File: config.mk
export PLATFORM = sky130hd
export DESIGN_NAME = alu_dec_queue
export DESIGN_NICKNAME = d
export VERILOG_FILES = /design/src/rtl/alu_dec_queue.sv
export SDC_FILE = /design/constraint.sdc
export NUM_CORES = 1
export LEC_CHECK = 0
export BUFFER_PORTS_ARGS = -buffer_cell sky130_fd_sc_hd__buf_2
export CAP_MARGIN = 20
export CORE_MARGIN = 5
export CORE_UTILIZATION = 46
export CTS_CLUSTER_SIZE = 14
export DETAILED_ROUTE_END_ITERATION = 16
export PLACE_DENSITY = 0.79
export SYNTH_ARGS = -nofsm -noshare
export SYNTH_HDL_FRONTEND = slang
export SYNTH_SLANG_ARGS = --single-unit
File: constraint.sdc
create_clock -name clk_i -period 2.6 [get_ports clk_i]
set_clock_uncertainty 0.1 [all_clocks]
set_input_delay 0.52 -clock clk_i [delete_from_list [all_inputs] [get_ports clk_i]]
set_output_delay 0.52 -clock clk_i [all_outputs]
set_load 0.1 [all_outputs]
File: src/rtl/alu_dec_queue.sv
// RV32I ALU-control decode queue: decodes at push, stores {alu_ctrl, use_imm, illegal} per entry.
// Optional macro ALU_DEC_BRANCH_EN enables branch decode (opcode 1100011); otherwise branches are illegal.
module alu_dec_queue #(
  parameter int DEPTH = 2
) (
  input  logic        clk_i,
  input  logic        rst_i,
  input  logic        flush_i,
  input  logic        in_valid_i,
  output logic        in_ready_o,
  input  logic [31:0] instr_i,
  output logic        out_valid_o,
  input  logic        out_ready_i,
  output logic [4:0]  alu_ctrl_o,
  output logic        use_imm_o,
  output logic        illegal_o
);

  localparam int AW = (DEPTH > 1) ? $clog2(DEPTH) : 1;
  localparam logic [AW:0] FULL_CNT = (AW+1)'(DEPTH);

  typedef enum logic [4:0] {
    OP_AND  = 5'b00000,
    OP_OR   = 5'b00001,
    OP_ADD  = 5'b00010,
    OP_SUB  = 5'b00110,
    OP_SLT  = 5'b00111,
    OP_SLL  = 5'b01000,
    OP_SLTU = 5'b01001,
    OP_XOR  = 5'b01010,
    OP_SRL  = 5'b01011,
    OP_SRA  = 5'b01100,
    OP_BNE  = 5'b10001,
    OP_BLT  = 5'b10010,
    OP_BGE  = 5'b10011,
    OP_BLTU = 5'b10100,
    OP_BGEU = 5'b10101,
    OP_BEQ  = 5'b10110
  } alu_op_e;

  logic [6:0]  mem [DEPTH];
  logic [AW-1:0] wptr, rptr;
  logic [AW:0]   count;
  logic          full, empty, push, pop;

  logic [6:0] opcode;
  logic [2:0] funct3;
  logic       alt;
  alu_op_e    d_op;
  logic       d_imm, d_ill;

  assign opcode = instr_i[6:0];
  assign funct3 = instr_i[14:12];
  assign alt    = instr_i[30];

  always_comb begin
    d_op  = OP_AND;
    d_imm = 1'b0;
    d_ill = 1'b0;
    case (opcode)
      7'b0110011, 7'b0010011: begin
        d_imm = (opcode == 7'b0010011);
        case (funct3)
          3'b000: d_op = (alt && !d_imm) ? OP_SUB : OP_ADD;
          3'b001: begin
            if (d_imm && alt) d_ill = 1'b1;
            else              d_op  = OP_SLL;
          end
          3'b010: d_op = OP_SLT;
          3'b011: d_op = OP_SLTU;
          3'b100: d_op = OP_XOR;
          3'b101: d_op = alt ? OP_SRA : OP_SRL;
          3'b110: d_op = OP_OR;
          default: d_op = OP_AND;
        endcase
      end
      7'b0000011, 7'b0100011, 7'b1100111,
      7'b0110111, 7'b0010111, 7'b1101111: begin
        d_op  = OP_ADD;
        d_imm = 1'b1;
      end
`ifdef ALU_DEC_BRANCH_EN
      7'b1100011: begin
        case (funct3)
          3'b000: d_op = OP_BEQ;
          3'b001: d_op = OP_BNE;
          3'b100: d_op = OP_BLT;
          3'b101: d_op = OP_BGE;
          3'b110: d_op = OP_BLTU;
          3'b111: d_op = OP_BGEU;
          default: d_ill = 1'b1;
        endcase
      end
`else
      7'b1100011: d_ill = 1'b1;
`endif
      default: d_ill = 1'b1;
    endcase
    // Illegal entries always carry a clean zero payload.
    if (d_ill) begin
      d_op  = OP_AND;
      d_imm = 1'b0;
    end
  end

  assign full        = (count == FULL_CNT);
  assign empty       = (count == '0);
  assign in_ready_o  = !full;
  assign out_valid_o = !empty;
  assign push        = in_valid_i && in_ready_o && !flush_i;
  assign pop         = out_valid_o && out_ready_i && !flush_i;

  always_ff @(posedge clk_i or negedge rst_i) begin
    if (!rst_i) begin
      count <= '0;
      wptr  <= '0;
      rptr  <= '0;
    end else if (flush_i) begin
      count <= '0;
      wptr  <= '0;
      rptr  <= '0;
    end else begin
      if (push) wptr <= wptr + 1'b1;
      if (pop)  rptr <= rptr + 1'b1;
      case ({push, pop})
        2'b10:   count <= count + 1'b1;
        2'b01:   count <= count - 1'b1;
        default: count <= count;
      endcase
    end
  end

  always_ff @(posedge clk_i) begin
    if (push) mem[wptr] <= {d_op, d_imm, d_ill};
  end

  always_comb begin
    alu_ctrl_o = '0;
    use_imm_o  = 1'b0;
    illegal_o  = 1'b0;
    if (!empty) begin
      {alu_ctrl_o, use_imm_o, illegal_o} = mem[rptr];
    end
  end

endmodule

# After elaboration in Yosys (flattened, before gate mapping)
# Memories as Yosys holds them, arrays and structs flattened.
# Index checks and enable logic that the tools add are counted.
dict set report word_totals {
  register_bits 4
  ram_bits 14
  inputBits 37
  output_inout_bits 9
  wordCells 64
  n_memories 1
}
dict set report classes {
  addsub 4
  n_eq_ne 17
  muxes 22
  n_reduce_logical 17
}
# name words width rd rd_ports_with_merged_regs write_ports line_no
set memory_table {}
lappend memory_table {mem 2 7 1 0 1 41} ;# logic [6:0] mem [DEPTH];
# cell count
set op_table {}
lappend op_table {{$pmux 4 s7} 1}
lappend op_table {{$eq 7x6->1 const B} 3}
lappend op_table {{$eq 7x5->1 const B} 2}
lappend op_table {{$eq 7x7->1 const B} 2}
lappend op_table {{$mux 1} 11}
lappend op_table {{$mux 5} 2}
lappend op_table {{$eq 3x3->1 const B} 3}
lappend op_table {{$pmux 4 s2} 1}
lappend op_table {{$eq 7x2->1 const B} 1}
lappend op_table {{$eq 3x2->1 const B} 2}
lappend op_table {{$logic_and 1x1->1} 6}
lappend op_table {{$mux 3} 2}
lappend op_table {{$reduce_or 6->1} 1}
lappend op_table {{$eq 2x2->1 const B} 2}
lappend op_table {{$logic_not 1->1} 4}
lappend op_table {{$mux 4} 1}
lappend op_table {{$pmux 1 s2} 2}
lappend op_table {{$pmux 2 s2} 1}
lappend op_table {{$reduce_bool 2->1} 2}
lappend op_table {{$eq 3x1->1 const B} 1}
lappend op_table {{$logic_not 3->1} 1}
lappend op_table {{$reduce_bool 3->1} 1}
lappend op_table {{$add 1x1->1 const B} 2}
lappend op_table {{$add 2x1->2 const B} 1}
lappend op_table {{5 further kinds} 5}

# Logic depth before layout (Yosys ltp)
# Gate-level depths: netlist (run 1).
dict set report depth {
  depth_word 7
  ltp_mapped 4
  ltp_nobuf 4
}

# Worst setup path after synthesis (run 1)
# OpenSTA, ideal clock, no wires.
dict set report synth_path {
  path_type {reg2reg}
  startpoint {register count[0]}
  endpoint {memory mem[1][0] (enable)}
  setup_time_ps 378
  t_arrival_ps 2031
  required_time_ps 2122
  path_slack_ps 91
  stages_incl_launch_ff 4
  n_path_buf 0
  period_less_slack_ps 2509
  cell_sequence {dfrtp_1 > nand2b_1 > nand2_1 > nor3b_1}
}
dict set report synth_between {
  elab_chain_cells 6
}
# item line_no
set synth_rtl {}
lappend synth_rtl {{from (decl)} 43} ;# logic [AW:0] count;
lappend synth_rtl {{from (signal assigned)} 126} ;# 2'b10: count <= count + 1'b1;
lappend synth_rtl {{from (signal assigned)} 127} ;# 2'b01: count <= count - 1'b1;
lappend synth_rtl {{from (signal assigned)} 128} ;# default: count <= count;
lappend synth_rtl {{$eq 2x2->1} 106} ;# assign full = (count == FULL_CNT);
lappend synth_rtl {{$logic_not 1->1} 108} ;# assign in_ready_o = !full;
lappend synth_rtl {{net in_ready_o} 10} ;# output logic in_ready_o,
lappend synth_rtl {{$logic_and 1x1->1 (2 in a row)} 110} ;# assign push = in_valid_i && in_ready_o && !flush_i;
lappend synth_rtl {{$mux 1} 134} ;# if (push) mem[wptr] <= {d_op, d_imm, d_ill};
lappend synth_rtl {{$mux 1 (not written as such)} 134}
lappend synth_rtl {{to (decl)} 41}
# The timed path passes the listed nets, and every way through them passes these cells.

# Worst setup path in the final report (run 1)
dict set report layout_path {
  startpoint {register count[0]}
  endpoint {output port alu_ctrl_o[2]}
}
dict set report layout_between {
  elab_chain_cells 2
}
# item line_no
set layout_rtl {}
lappend layout_rtl {{$logic_not 2->1} 107} ;# assign empty = (count == '0);
lappend layout_rtl {{$mux 5} 141} ;# if (!empty) begin
lappend layout_rtl {{to (decl)} 14} ;# output logic [4:0] alu_ctrl_o,
# Every way passes these cells.

==> results of run 1 <==
-- path summary, 6_finish.rpt --
kind | end | cells after the start
setup / recovery | alu_ctrl_o[2] | 3
hold / removal | count[0] | 2
setup reg to reg | mem[1][2] | 4
hold reg to reg | wptr | 2
max in group asynchronous | count[0] | 2
min in group asynchronous | rptr | 2
-- worst max-delay path: stages (launching register included) --
cell     delay [ns]
dfrtp_1        0.43
nor2_1         0.43
nor2_1         0.11
buf_2          0.31
-- registers in the layout, indices dropped and copies added, names as in the netlist --
register and cells:
mem 12, rptr 1, wptr 1, count 2
-- report_power, final --
part	internal (mW)	total [mW]	leakage, nW	switching, mW
clock network	0.0554	0.121	0.0154	0.0659
registers	0.288	0.298	0.156	0.0106
logic	0.0414	0.170	0.255	0.128
total	0.384	0.589	0.426	0.205
-- cells in the final DEF (no fill, tap or decap), drive strengths merged, types with 2 or more instances in the layout --
cell,synthesis,final
buf,2,25
nor2,15,15
edfxtp,12,12
nand2,8,8
mux2i,7,7
a21oi,5,5
nand2b,4,4
o21ai,4,4
dfrtp,4,4
clkbuf,0,3
a22oi,2,2
inv,2,2
a211oi,2,2
xor2,2,2
nor3,2,2
or3,2,2
-- per-stage QoR --
stage	hold slack, ns	area [um2]
2_1_floorplan	0.124	856
3_3_place_gp	0.224	1000
3_5_place_dp	0.230	1000
5_1_grt	0.370	1040
4_1_cts	0.358	1040
6_report	0.373	1040
-- routing by layer --
metal	global-route usage [%]	up-vias
li1	-	356
met2	24.6	19
met1	15.5	319
met3	1.41	2
met5	0	-
met4	6.38	0
-- timing repair --
item,4_1_cts,5_1_grt
endpoints found under the hold margin,4,0
hold buffers,1,0
setup endpoints to repair,0,0
setup buffers,0,0
-- cells in the mapped netlist, drive strengths merged --
master / n / share of area [%]
a211oi: 2 / 1.8
a21boi: 1 / 0.88
a21oi: 5 / 2.9
a22oi: 2 / 1.8
a31oi: 1 / 0.73
and4bb: 1 / 1.5
buf: 2 / 1.5
conb: 1 / 0.44
dfrtp: 4 / 12
edfxtp: 12 / 42
inv: 2 / 0.88
mux2i: 7 / 8.2
nand2: 8 / 3.5
nand2b: 4 / 2.9
nand3b: 1 / 0.88
nand4: 1 / 0.73
nand4b: 1 / 1.0
nor2: 15 / 6.6
nor3: 2 / 1.8
nor3b: 1 / 0.88
nor4b: 1 / 1.0
o21ai: 4 / 2.3
or3: 2 / 2.0
xor2: 2 / 2.0
-- final cells by class --
class                   count  area, um2
fillers                   158        704
flip-flops and latches     16        460
multi-input cells          62        375
repair buffers             26        140
well taps                  25       31.3
clock buffers               3       22.5
inverters                   2       7.51
clock inverters             1       3.75
-- logic make-up (layout without fill, tap and decap cells) --
family,after synthesis,in the layout,synth area share [%]
AND/OR/NAND/NOR,37,37,22.8
flip-flops,16,16,53.8
AO/OA/AOI/OAI,15,15,10.4
multiplexers,7,7,8.19
buffers and inverters,4,32,2.34
XOR/XNOR,2,2,2.05
other,1,1,0.438
==> out/metrics.cfg, run 1 <==
[drt]
drc_errors = 0
met2_wirelength_um = 815
firstDrtPassIters = 4
highest_layer = met4
first_iter_violations = 18
wl_per_cell_um = 11.9
drtAntennaViolNets = 0
wl_met1_um = 678
wl_met3_um = 97
via_per_inst = 5.16
num_vias = 696
wl_um = 1610

[timing]
hold_viol_final = 0
slew_headroom_pct = 66.5
setup_tns_ns = 0
tightest_slew_ns = 0.501
fin_crit_ns = 2.17
finalMaxSlewViolations = 0
worst_slack_ns = 0.435
max_freq_mhz = 462
rsz0062_at_grt = no
finalSetupViolations = 0
finalCritPeriodShare_pct = 83.3

[synthesis]
ys_warn_count = 0
syn_nets = 119
ys_seq_area_share_pct = 53.8
synth_seq_cells = 16
syn_area_um2 = 856
syn_inst = 82
syn_avg_cell_area_um2 = 10.4
synth_cell_type_count = 27

[place]
portBuffers = 23
pre_cts_slack_ns = 0.704
dp_hpwl_um = 1290
dpl.cell_count = 130
gp_congestion = 0.717

[outcome]
outcome = complete, no violations

[global_routing]
grtUsageTotal_pct = 13.5
grt_overflow = 0
grt_pass1_vias = 668
grt_antenna_before_repair = 0
grt_pass1_wl_um = 2790
grt_max_degree = 10

[clock_network]
clock_path_buffers = 2
root_buffer = clkbuf_4
post_cts_resized = 0
h-tree-depth = 1
cts_made_buffers = 3
clk_latency_ns = 0.27
cts_tree = yes
clkSinkCount = 16
clk_pin_slew_worst_paths_ns = 0.08

[critical_path]
cp-startpoint = count[0]
critPathKind = flip-flop to primary output
path_max_fanout = 8
r2r_setup_slack_ns = 1.12
arrival_ns = 1.55
worstPathRequired_ns = 1.98
critPathLaunchType = flip-flop
worst_setup_path_end_kind = primary output
rr_startpoint = count[0]

[final_layout]
finish.utilization_pct = 59.6
nets = 148
drive_gt1_share_pct = 28.2
area_growth_pct = 21.6
diodes = 0
finalNonFillerCells = 135

[worst_hold_path]
holdCritPathClass = input pin to flip-flop
worstHoldStart = flush_i

[run]
maxCapViolations = 0

[pwr]
powerDensity_nw_per_um2 = 566
design_power_total_uw = 589
power.leakage_nw = 0.426
peakVddDrop_v = 0.000265

[floorplanning]
die_h_um = 53.1
start_util_pct = 49.0
num_rows = 15
io_pins = 46
fp.dieW_um = 53.1
core_um2 = 1750
dieArea_um2 = 2820

(Power assumes the default switching activity.)
==> inputs of run 2 (changes only) <==
--- a/config.mk
+++ b/config.mk
@@ -8,10 +8,10 @@
 export BUFFER_PORTS_ARGS = -buffer_cell sky130_fd_sc_hd__buf_2
 export CAP_MARGIN = 20
 export CORE_MARGIN = 5
-export CORE_UTILIZATION = 46
+export CORE_UTILIZATION = 39
 export CTS_CLUSTER_SIZE = 14
 export DETAILED_ROUTE_END_ITERATION = 16
-export PLACE_DENSITY = 0.79
+export PLACE_DENSITY = 0.71
 export SYNTH_ARGS = -nofsm -noshare
 export SYNTH_HDL_FRONTEND = slang
 export SYNTH_SLANG_ARGS = --single-unit
==> constraint.sdc (replaced) <==
create_clock -name clk_i -period 1.8 [get_ports clk_i]
set_clock_uncertainty 0.1 [all_clocks]
set_input_delay 0.36 -clock clk_i [delete_from_list [all_inputs] [get_ports clk_i]]
set_output_delay 0.36 -clock clk_i [all_outputs]
set_load 0.1 [all_outputs]
==> out/metrics.cfg, run 2 (same netlist as run 1, synthesis figures left out) <==
[critical_path]
arrival_ns = 1.26  ; was 1.55 ns
cp_cell_sequence = nor2_1, buf_6, nor2_2, buf_12  ; was nor2_1, nor2_1, buf_2
crit_family = flip-flops  ; was simple AND/OR/NAND/NOR gates
timing.critical_path.buf_inv = 2  ; was 1
critPathKind = flip-flop to primary output  ; unchanged
worst_path_max_delay_cell = dfrtp_2  ; was dfrtp_1
worst_setup_path_end_kind = primary output  ; unchanged
slowest_delay_ns = 0.43  ; about the same
worstPathRequired_ns = 1.34  ; was 1.98 ns
path_max_fanout = 8  ; unchanged
reg2reg_depth = 4  ; unchanged
worst-path-stages = 4  ; was 3
critPathLaunchType = flip-flop  ; unchanged

[final_layout]
diodes = 0  ; unchanged
drive_gt1_share_pct = 39.6  ; was 28.2%
nFillCells = 201  ; was 158
largest-register = mem  ; unchanged
nets = 149  ; was 148
finish.utilization_pct = 55.7  ; was 59.6%
top_regs = mem (12), count (2)  ; unchanged
final_common_cell = buf_2  ; unchanged
finalNonFillerCells = 139  ; was 135
mostFrequentLayoutCells = 16 x buf_2, 12 x edfxtp_1, 9 x nor2_1, 8 x nand2_1  ; was 23 x buf_2, 15 x nor2_1, 12 x edfxtp_1, 8 x nand2_1, 7 x mux2i_1
largest_register_ffs = 12  ; unchanged
area_growth_pct = 39.9  ; was 21.6%

[clock_network]
h-tree-depth = 1  ; unchanged
clk_pin_slew_worst_paths_ns = 0.08  ; about the same
cts_made_buffers = 3  ; unchanged
post-cts-setup-buffers = 0  ; unchanged
clk_latency_ns = 0.27  ; about the same
root_buffer = clkbuf_4  ; unchanged
clkSinkCount = 16  ; unchanged
clock_path_buffers = 2  ; unchanged
cts_tree = yes  ; unchanged

[floorplanning]
dieArea_um2 = 3230  ; was 2820 um2
fp.dieW_um = 56.8  ; was 53.1 um
die_h_um = 56.8  ; was 53.1 um
core_um2 = 2150  ; was 1750 um2
io_pins = 46  ; unchanged
start_util_pct = 39.8  ; was 49.0%
num_rows = 17  ; was 15

[drt]
num_vias = 680  ; was 696
met2_wirelength_um = 811  ; was 815 um
drtAntennaViolNets = 0  ; unchanged
highest_layer = met3  ; was met4
wl_per_cell_um = 10.9  ; was 11.9 um
firstDrtPassIters = 4  ; unchanged
drc_errors = 0  ; unchanged
first_iter_violations = 7  ; was 18
wl_met1_um = 619  ; was 678 um
wl_met3_um = 90  ; was 97 um
via_per_inst = 4.89  ; was 5.16
wl_um = 1520  ; was 1610 um

[place]
gp_congestion = 0.669  ; was 0.717
portBuffers = 23  ; unchanged
dpl.cell_count = 134  ; was 130
dp_hpwl_um = 1270  ; was 1290 um

[pwr]
power.leakage_nw = 0.459  ; was 0.426 nW
powerDensity_nw_per_um2 = 774  ; was 566 nW/um2
peakVddDrop_v = 0.000384  ; was 0.000265 V

[worst_hold_path]
worstHoldPathCells = 2  ; unchanged
holdCritPathClass = input pin to flip-flop  ; unchanged

[timing]
fin_crit_ns = 1.72
hold_viol_final = 0  ; unchanged
finalMaxSlewViolations = 0  ; unchanged
finalSetupViolations = 0  ; unchanged
rsz0062_at_grt = no  ; unchanged
finalCritPeriodShare_pct = 95.8
max_freq_mhz = 580
setup_tns_ns = 0  ; unchanged

[global_routing]
grtUsageTotal_pct = 10.2  ; was 13.5%
grt_antenna_before_repair = 0  ; unchanged
grt_overflow = 0  ; unchanged
grt_pass1_vias = 678  ; was 668
grt_max_degree = 10  ; unchanged
grt_pass1_wl_um = 2660  ; was 2790 um

[outcome]
outcome = complete, no violations  ; unchanged

[run]
maxCapViolations = 0  ; unchanged

[run 2: cell types whose count changed in the layout (fill, tap and decap cells not counted), sizes merged]
cell / before / now
buf: 25 / 26
[run 2: worst paths after layout]
check                          from         to  slack (ns)
min in group asynchronous     rst_i       wptr        0.31
max reg2reg                count[0]  mem[1][2]        0.35
min                         flush_i   count[1]        0.22
max                        count[1]  use_imm_o        0.08
max in group asynchronous     rst_i   count[1]        1.16
min reg2reg                    wptr       wptr        0.48
[run 2: routing by layer]
metal / track usage [%] / up-vias
met2: 18.8 / 15
met3: 1.38 / 0
met1: 11.3 / 312
met5: 0 / -
li1: - / 353
met4: 4.97 / 0
[run 2: metrics by stage]
stage / power, mW / setup slack, ns / area [um2] / hold slack, ns
3_5_place_dp: 0.754 / 0.150 / 1150 / 0.0710
3_3_place_gp: 0.749 / 0.187 / 1150 / 0.0667
2_1_floorplan: 0.635 / -0.102 / 888 / -0.0356
5_1_grt: 0.967 / 0.0156 / 1200 / 0.234
6_report: 0.927 / 0.0758 / 1200 / 0.224
4_1_cts: 0.933 / 0.0151 / 1190 / 0.218
[run 2: cell type report]
class                           count  area [um2]  area share (%)
Clock inverter                      1        3.75           0.313
Inverter                            2        7.51           0.627
Sequential cell                    16         464            38.8
Tap cell                           28        35.0            2.93
Timing Repair Buffer               27         256            21.4
Multi-Input combinational cell     62         408            34.1
Clock buffer                        3        22.5            1.88
[run 2: where the power goes]
group	total, mW	internal, mW	switching [mW]
Clock	0.179	0.0803	0.0983
Combinational	0.316	0.116	0.201
Sequential	0.432	0.416	0.0159
[run 2: what timing repair did]
item / CTS / global route
hold endpoints to repair: 4 / 0
hold buffers: 1 / 0
resized for setup: 2 / 2
setup endpoints to repair: 6 / 8
==> inputs of run 3 (changes only) <==
--- a/config.mk
+++ b/config.mk
@@ -12,6 +12,7 @@
 export CTS_CLUSTER_SIZE = 14
 export DETAILED_ROUTE_END_ITERATION = 16
 export PLACE_DENSITY = 0.71
+export RECOVER_POWER = 100
 export SYNTH_ARGS = -nofsm -noshare
 export SYNTH_HDL_FRONTEND = slang
 export SYNTH_SLANG_ARGS = --single-unit
==> out/metrics.cfg, run 3 (same netlist as run 1, synthesis figures left out) <==
[worst_hold_path]
hold_end = count[1]  ; unchanged
worstHoldPathCells = 2  ; unchanged
holdCritPathClass = input pin to flip-flop  ; unchanged
worstHoldStart = flush_i  ; unchanged

[drt]
drc_errors = 0  ; unchanged
firstDrtPassIters = 2  ; was 4
first_iter_violations = 4  ; was 7
wl_um = 1510  ; was 1520 um
via_per_inst = 4.92  ; was 4.89
wl_per_cell_um = 10.9  ; about the same
num_vias = 684  ; was 680
drtAntennaViolNets = 0  ; unchanged

[floorplanning]
io_pins = 46  ; unchanged
dieArea_um2 = 3230  ; unchanged
num_rows = 17  ; unchanged
core_um2 = 2150  ; unchanged
die_h_um = 56.8  ; unchanged
start_util_pct = 39.8  ; unchanged
fp.dieW_um = 56.8  ; unchanged

[timing]
hold_ws_ns = 0.205  ; was 0.224 ns
finalSetupViolations = 0  ; unchanged
setup_tns_ns = 0  ; unchanged
hold_viol_final = 0  ; unchanged
rsz0062_at_grt = no  ; unchanged
worst_slack_ns = 0.0653  ; was 0.0758 ns
fin_crit_ns = 1.73  ; was 1.72 ns
max_freq_mhz = 576  ; was 580 MHz
finalMaxSlewViolations = 0  ; unchanged
finalCritPeriodShare_pct = 96.4  ; was 95.8%

[critical_path]
arrival_ns = 1.27  ; was 1.26 ns
r2r_setup_slack_ns = 0.18  ; was 0.35 ns
critPathLaunchType = flip-flop  ; unchanged
worstPathRequired_ns = 1.34  ; about the same
critPathKind = flip-flop to primary output  ; unchanged
path_max_fanout = 8  ; unchanged
rr_endpoint = mem[1][5]  ; was mem[1][2]
reg2reg_depth = 4  ; unchanged
worst_setup_path_end_kind = primary output  ; unchanged
rr_startpoint = count[0]  ; unchanged

[final_layout]
drive_gt1_share_pct = 32.4  ; was 39.6%
diodes = 0  ; unchanged
largest_register_ffs = 12  ; unchanged
top_regs = mem (12), count (2)  ; unchanged
layout.area.seq_um2 = 464  ; unchanged
final_common_cell = buf_2  ; unchanged
multi_input_area_um2 = 388  ; was 408 um2
mostFrequentLayoutCells = 14 x buf_2, 12 x edfxtp_1, 9 x nor2_1, 8 x nand2_1  ; was 16 x buf_2, 12 x edfxtp_1, 9 x nor2_1, 8 x nand2_1
finish.utilization_pct = 51.7  ; was 55.7%
nFillCells = 214  ; was 201
area_growth_pct = 29.7  ; was 39.9%
largest-register = mem  ; unchanged
fin_area_um2 = 1110  ; was 1200 um2
nets = 149  ; unchanged

[pwr]
p_switching_uw = 307  ; was 315 uW
seqPwrFrac_pct = 48.6  ; was 46.6%
intPower_uw = 582  ; was 612 uW
power.leakage_nw = 0.424  ; was 0.459 nW
pwr-share-comb_pct = 31.4  ; was 34.1%
power_frac_clock_pct = 20.0  ; was 19.3%
peakVddDrop_v = 0.000376  ; was 0.000384 V
powerDensity_nw_per_um2 = 801  ; was 774 nW/um2
switching_share_pct = 34.6  ; was 34.0%

[global_routing]
grt_max_degree = 10  ; unchanged
grt_antenna_before_repair = 0  ; unchanged
grt_pass1_wl_um = 2660  ; unchanged
grt_overflow = 0  ; unchanged
grtUsageTotal_pct = 10.2  ; unchanged
grt_pass1_vias = 678  ; unchanged

[clock_network]
clock_path_buffers = 2  ; unchanged
clk_latency_ns = 0.27  ; about the same
clk_pin_slew_worst_paths_ns = 0.08  ; about the same
clkSinkCount = 16  ; unchanged
h-tree-depth = 1  ; unchanged
post-cts-setup-buffers = 0  ; unchanged
root_buffer = clkbuf_4  ; unchanged
cts_tree = yes  ; unchanged
cts_made_buffers = 3  ; unchanged

[place]
gp_congestion = 0.669  ; unchanged
portBuffers = 23  ; unchanged
pre_cts_slack_ns = 0.150  ; unchanged
dpl_cell_area_um2 = 1150  ; unchanged
dp_hpwl_um = 1270  ; unchanged

[run]
maxCapViolations = 0  ; unchanged

[outcome]
outcome = complete, no violations  ; unchanged

==> run 3: changes by cell type in the layout (fill, tap and decap cells not counted), sizes merged <==
| cell | previous run | this run |
|---|---|---|
| clkbuf | 3 | 7 |
| buf | 26 | 22 |
==> run 3: how the worst max path moves through the flow <==
| stage | start | endpoint | depth (start not counted) |
|---|---|---|---|
| after global placement | instr_i[6] | mem[1][0] | 5 |
| after global routing | count[1] | alu_ctrl_o[1] | 4 |
| after detailed placement | instr_i[6] | mem[1][0] | 5 |
| final | count[1] | use_imm_o | 4 |
| after floorplan | count[1] | out_valid_o | 2 |
| after CTS | count[0] | use_imm_o | 4 |
==> run 3: final cells by class <==
cell class                 count  area share (%)
sequential                    16            41.8
tap                           28            3.16
inverter                       2           0.676
clock buffer                   3            2.03
clock inverter                 1           0.338
timing repair buffer          27            17.0
multi-input combinational     62            34.9
==> run 3: through the flow <==
step           cells  total power, mW
6_report         139            0.889
5_1_grt          139            0.930
4_1_cts          139            0.933
3_5_place_dp     134            0.754
3_3_place_gp     134            0.749
2_1_floorplan     82            0.635
==> run 3: per-layer routing <==
layer	part of all wire, %	global-route usage [%]	vias up
li1	-	-	355
met1	41	11.3	314
met2	53	18.8	15
met3	5.9	1.38	0
met4	0	4.97	0
met5	0	0	-
==> run 3: power groups by stage <==
stage                     Combinational [mW]  Sequential (mW)  Clock (mW)
after floorplan                        0.203            0.431           0
after global placement                 0.310            0.439           0
after detailed placement               0.314            0.440           0
after CTS                              0.316            0.432       0.184
after global routing                   0.295            0.435       0.200
final                                  0.279            0.432       0.178
==> run 3: worst max-delay path, cell delays in order (launching register included) <==
cell     delay, ns
dfrtp_2       0.43
nor2_1        0.07
buf_6         0.14
nor2_2        0.13
buf_6         0.23
==> run 3: what timing repair did <==
| item | in CTS | in global routing |
|---|---|---|
| gates resized for setup | 2 | 2 |
| endpoints found under the setup margin | 6 | 8 |
| endpoints found under the hold margin | 4 | 0 |
| hold buffers | 1 | 0 |
